==> src/rtl/noc_traffic_sequencer.sv <==
// Stimulus sequencer: issues per-node send_start pulses in walk, broadcast or
// LFSR-random order, paced by a programmable interval and gated on node_ready.
module noc_traffic_sequencer #(
  parameter int unsigned NODE_NUM   = 16,
  parameter int unsigned INTERVAL_W = 16,
  parameter int unsigned COUNT_W    = 16,
  parameter logic [31:0] LFSR_SEED  = 32'hACE1_2024
) (
  input  logic                  noc_clk,
  input  logic                  noc_rst_n,
  input  logic [1:0]            cfg_mode,
  input  logic [INTERVAL_W-1:0] cfg_interval,
  input  logic [COUNT_W-1:0]    cfg_rounds,
  input  logic [4:0]            cfg_start_node,
  input  logic                  start,
  input  logic                  stop,
  input  logic [NODE_NUM-1:0]   node_ready,
  output logic [NODE_NUM-1:0]   send_start,
  output logic                  busy,
  output logic                  done,
  output logic [COUNT_W-1:0]    issued_cnt,
  output logic [COUNT_W-1:0]    stall_cnt
);

  localparam logic [31:0] LFSR_TAPS  = 32'h8020_0003;
  localparam logic [31:0] LFSR_INIT  = (LFSR_SEED == 32'h0) ? 32'h1 : LFSR_SEED;
  localparam logic [1:0]  MODE_BCAST = 2'd1;
  localparam logic [1:0]  MODE_RAND  = 2'd2;

  typedef enum logic [1:0] {S_IDLE, S_WAIT, S_ISSUE, S_DONE} state_t;

  state_t                state_q, state_d;
  logic [1:0]            mode_q, mode_d;
  logic [INTERVAL_W-1:0] interval_q, interval_d;
  logic [COUNT_W-1:0]    rounds_q, rounds_d;
  logic [INTERVAL_W-1:0] wait_q, wait_d;
  logic [NODE_NUM-1:0]   mask_q, mask_d;
  logic [31:0]           lfsr_q, lfsr_d;
  logic [COUNT_W-1:0]    issued_d, stall_d;
  logic                  busy_d, done_d;
  logic                  blocked;

  // Random-mode mask: low LFSR bits, never allowed to be empty
  function automatic logic [NODE_NUM-1:0] rand_mask(input logic [NODE_NUM-1:0] low);
    rand_mask = (low == '0) ? NODE_NUM'(1) : low;
  endfunction

  // Galois right-shift LFSR step
  function automatic logic [31:0] lfsr_step(input logic [31:0] x);
    lfsr_step = {1'b0, x[31:1]} ^ (x[0] ? LFSR_TAPS : 32'h0);
  endfunction

  // Mask loaded when a run starts
  function automatic logic [NODE_NUM-1:0] init_mask(input logic [1:0] mode,
                                                   input logic [4:0] node,
                                                   input logic [NODE_NUM-1:0] low);
    if (mode == MODE_BCAST)     init_mask = '1;
    else if (mode == MODE_RAND) init_mask = rand_mask(low);
    else if (32'(node) < NODE_NUM) init_mask = NODE_NUM'(1) << node;
    else                        init_mask = NODE_NUM'(1);
  endfunction

  // Next-state, datapath updates and the combinational send_start pulse
  always_comb begin
    state_d    = state_q;
    mode_d     = mode_q;
    interval_d = interval_q;
    rounds_d   = rounds_q;
    wait_d     = wait_q;
    mask_d     = mask_q;
    lfsr_d     = lfsr_q;
    issued_d   = issued_cnt;
    stall_d    = stall_cnt;
    send_start = '0;
    blocked    = |(mask_q & ~node_ready);

    case (state_q)
      S_IDLE: begin
        if (start && !stop) begin
          mode_d     = cfg_mode;
          interval_d = cfg_interval;
          rounds_d   = cfg_rounds;
          issued_d   = '0;
          stall_d    = '0;
          mask_d     = init_mask(cfg_mode, cfg_start_node, lfsr_q[NODE_NUM-1:0]);
          if (cfg_rounds == '0) begin
            state_d = S_DONE;
          end else begin
            state_d = S_WAIT;
            wait_d  = cfg_interval;
          end
        end
      end
      S_WAIT: begin
        if (stop)               state_d = S_IDLE;
        else if (wait_q == '0)  state_d = S_ISSUE;
        else                    wait_d  = wait_q - INTERVAL_W'(1);
      end
      S_ISSUE: begin
        if (stop) begin
          state_d = S_IDLE;
        end else if (blocked) begin
          if (stall_cnt != '1) stall_d = stall_cnt + COUNT_W'(1);
        end else begin
          send_start = mask_q;
          issued_d   = issued_cnt + COUNT_W'(1);
          if (issued_d == rounds_q) begin
            state_d = S_DONE;
          end else begin
            state_d = S_WAIT;
            wait_d  = interval_q;
            if (mode_q == MODE_BCAST) begin
              mask_d = mask_q;
            end else if (mode_q == MODE_RAND) begin
              lfsr_d = lfsr_step(lfsr_q);
              mask_d = rand_mask(lfsr_d[NODE_NUM-1:0]);
            end else begin
              mask_d = {mask_q[NODE_NUM-2:0], mask_q[NODE_NUM-1]};
            end
          end
        end
      end
      S_DONE: state_d = S_IDLE;
      default: state_d = S_IDLE;
    endcase

    busy_d = (state_d != S_IDLE);
    done_d = (state_d == S_DONE);
  end

  // State and datapath registers
  always_ff @(posedge noc_clk or negedge noc_rst_n) begin
    if (!noc_rst_n) begin
      state_q    <= S_IDLE;
      mode_q     <= '0;
      interval_q <= '0;
      rounds_q   <= '0;
      wait_q     <= '0;
      mask_q     <= '0;
      lfsr_q     <= LFSR_INIT;
      issued_cnt <= '0;
      stall_cnt  <= '0;
      busy       <= 1'b0;
      done       <= 1'b0;
    end else begin
      state_q    <= state_d;
      mode_q     <= mode_d;
      interval_q <= interval_d;
      rounds_q   <= rounds_d;
      wait_q     <= wait_d;
      mask_q     <= mask_d;
      lfsr_q     <= lfsr_d;
      issued_cnt <= issued_d;
      stall_cnt  <= stall_d;
      busy       <= busy_d;
      done       <= done_d;
    end
  end

endmodule

==> config.mk <==
export PLATFORM = sky130hd
export DESIGN_NAME = noc_traffic_sequencer
export DESIGN_NICKNAME = d
export VERILOG_FILES = /design/src/rtl/noc_traffic_sequencer.sv
export SDC_FILE = /design/constraint.sdc
export NUM_CORES = 1
export LEC_CHECK = 0
export ABC_AREA = 1
export CELL_PAD_IN_SITES_DETAIL_PLACEMENT = 1
export CELL_PAD_IN_SITES_GLOBAL_PLACEMENT = 2
export CORE_ASPECT_RATIO = 0.8
export CORE_MARGIN = 2
export CORE_UTILIZATION = 34
export DETAILED_ROUTE_END_ITERATION = 8
export GPL_TIMING_DRIVEN = 0
export PLACE_DENSITY = 0.95
export SETUP_SLACK_MARGIN = 0.2
export SKIP_LAST_GASP = 1
export SYNTH_ARGS = -nofsm -noshare
export SYNTH_HDL_FRONTEND = slang
export SYNTH_SLANG_ARGS = --single-unit
export TNS_END_PERCENT = 30
==> constraint.sdc <==
create_clock -name noc_clk -period 3.97 [get_ports noc_clk]
set_clock_uncertainty 0.05 [all_clocks]
set_input_delay 1.191 -clock noc_clk [delete_from_list [all_inputs] [get_ports noc_clk]]
set_output_delay 1.191 -clock noc_clk [all_outputs]
set_load 0.01 [all_outputs]
==> results of run 1 <==
-- stage by stage --
stage	cells	setup WS [ns]
2_1_floorplan	1079	0.418
3_3_place_gp	1493	-4.11
3_5_place_dp	1494	-1.01
4_1_cts	1532	0.206
5_1_grt	1537	0.165
6_report	1537	0.247
-- worst paths after layout --
check | endpoint | slack (ns) | depth (start not counted)
min | lfsr_q[27] | 0.43 | 2
max reg2reg | issued_cnt[5] | 1.06 | 10
min in group asynchronous | issued_cnt[4] | 0.67 | 1
min reg2reg | lfsr_q[27] | 0.43 | 2
max in group asynchronous | lfsr_q[13] | 2.36 | 2
max | send_start[6] | 0.25 | 11
-- kinds of logic (layout without fill, tap and decap cells) --
logic type               after synthesis  count (layout)
AO/OA/AOI/OAI                        224             224
XOR/XNOR                              18              18
adder cells (fa/ha/maj)                8               8
buffers and inverters                176             328
flip-flops                           134             134
AND/OR/NAND/NOR                      519             519
-- synth_stat cells (11+ instances only) --
cell	number	area [sq um]
a21oi_1	35	175
a22oi_1	13	97.6
clkbuf_1	20	75.1
dfrtp_1	123	3080
dfstp_2	11	289
inv_1	134	503
nand2_1	289	1080
nand2_2	14	87.6
nand3_1	73	365
nand4_1	15	93.8
nor2_1	87	327
nor3_1	15	75.1
o21ai_0	108	541
o21ai_1	13	65.1
o22ai_1	25	156
o31ai_1	11	82.6
xor2_1	15	131
-- metal layers --
metal | share of wire | global-route usage | wire, um
met3 | 0.043 | 0.0372 | 1180
met2 | 0.47 | 0.376 | 12700
met1 | 0.47 | 0.316 | 12900
met5 | 0 | 0 | 0
met4 | 0.018 | 0.0668 | 494
-- registers in the layout, summed over array words and instances, names as in the netlist --
signal,count
busy,1
issued_cnt,16
wait_q,16
rounds_q,16
mask_q,16
done,1
mode_q,2
interval_q,16
lfsr_q,32
state_q,2
stall_cnt,16
-- placed cells by master, fill, tap and decap left out, drive strengths merged, types with 2 or more instances in the layout --
cell type and instances:
o22ai 25, nor4 4, inv 138, a221oi 2, nor3 16, nor2 98
clkdlybuf4s50 74, clkbuf 52, ha 8, dfstp 11, a21oi 35, a31oi 2
xnor2 3, xor2 15, a22oi 13, buf 50, o21ai 130, o31ai 11
nand2 305, nand4 16, bufinv 4, nand3 75, or2 3, dfrtp 123
clkinv 7, nand3b 2
-- critical path: cells and delay by family --
family	cells	cell delay, ns
and+or+nand+nor	6	0.71
buffers and inverters	4	0.48
AOI/OAI and AO/OA	1	0.09
-- what timing repair did --
action / CTS / global route
pin swaps: 17 / 13
setup endpoints to repair: 16 / 16
gates cloned: 1 / 0
buffers inserted: 6 / 5
gates resized for setup: 129 / 26
-- layout make-up --
type                       count  area (sq um)
clock inverter                 9           151
fill                        2819         12600
multi-input combinational    769          3930
tap                          306           383
buffer                        35           174
clock buffer                  22           454
timing repair buffer         121          1070
inverter                     141           537
sequential                   134          3370
-- power breakdown --
part	leakage, nW	switching, mW	total [mW]	internal [mW]
logic	2.44	1.23	1.88	0.651
registers	1.73	0.256	1.96	1.71
clock network	0.294	0.627	1.69	1.06
total	4.47	2.11	5.54	3.42
==> impl_metrics.tcl, run 1 <==
set metrics [dict create \
    crit_fanout 6 \
    crit_arrival_ns 2.48 \
    cts_hold_buf 0 \
    netlist-cell-type-count 44 \
    min_path_type "flip-flop to flip-flop" \
    ys_ff_latch 134 \
    die-area_sq_um 24400 \
    core_area_sq_um 22600 \
    path_class "input pin to output port" \
    holdWs_ns 0.430 \
    cpMostUsedCell "nor2_4" \
    ant_nets 0 \
    ctsHtreeMaxLevel 4 \
    io_pins 109 \
    cts.sinks 134 \
    leakagePower_nw 4.47 \
    setup_violations 0 \
    critPathCaptureType "output port" \
    postPlaceCellArea_sq_um 9370 \
    routedWlPerCell_um 17.8 \
    vias_per_cell 5.18 \
    fin_area_sq_um 10100 \
    drv_slew 0 \
    regToRegStartpoint "state_q[1]" \
    place_congestion 0.879 \
    required_ns 2.73 \
    grt_pass1_vias 8394 \
    p_per_area_nw_per_um2 550 \
    clk_latency_ns 0.43 \
    seq_area_frac_synth 0.428 \
    drt_wl_total_um 27400 \
    finalCritPeriodShare 0.938 \
    grt_pass1_wl_um 44700 \
    portBuffers 108 \
    postSynthCellCount 1079 \
    total_power_mw 5.54 \
    utilization 0.445 \
    finalHoldViolCount 0 \
    drc_errors 0 \
    async_flop_share 1.00 \
    dp_hpwl_um 19700 \
    drt_pass1_iterations 5 \
    synth_area_sq_um 7880 \
    crit_slowest_cell "nor2_2" \
    start_util 0.348 \
    cts_buffers 17 \
    synth_nets 1146 \
    muxShareOfSynthArea 0 \
    vdd_drop_max_uv 321 \
    run_status "complete, no violations" \
    synth_adder_area_share 0.0127 \
    worst_slew_pin_slew_ns 0.893 \
    avgSynthCellArea_sq_um 7.30 \
    synth-simple-area-share 0.289 \
    synth_warnings 0 \
    synth_xor_area_frac 0.0200 \
    drt-initial-drc-count 461 \
    synth-compound-area-share 0.163 \
    antenna_found_initial 0 \
    tritoncts "built" \
    overflow 0 \
    synth_edf_count 0 \
    path_cells "clkbuf_2 -> o22ai_2 -> nor2_2 -> nand2_2 -> nor2_4 -> nand2_4 -> nor2_4 -> clkinv_4 -> buf_6 -> nor2_4 -> buf_6" \
    rows 49 \
    die_h_um 140 \
    period_minus_slack_ns 3.72 \
    ctsLongestPathBuffers 2 \
    clkTransAtPathRegs_ns 0.06 \
    vias 7962 \
    cts_root_buffer "clkbuf_16" \
    slew_headroom 0.405 \
    grt_util_all_layers 0.230 \
    start_kind "input pin" \
    area_growth_pct 27.9 \
    fp.dieW_um 174 \
    cpPeakStageDelay_ns 0.19 \
    worstHoldStart "lfsr_q[27]" \
    synth_top_family_by_area "simple AND/OR/NAND/NOR gates" \
    fin_setup_tns_ns 0 \
    diodes 0 \
    synth_flop_cell "dfrtp_1" \
    layout.nets 1286 \
    startpoint "node_ready[2]" \
    drv_cap 0 \
    grt_max_degree 80 \
    rsz0062_at_grt "yes" \
    clock.fmax_ghz 0.269 \
    drive_gt1_frac 0.141 \
]
(Power assumes the default switching activity.)
==> run 2: changes to the inputs <==
- CTS_CLUSTER_SIZE: unset -> 10
==> results of run 2 <==
Same layout as run 1: the final DEF is identical, and so are final timing and power.
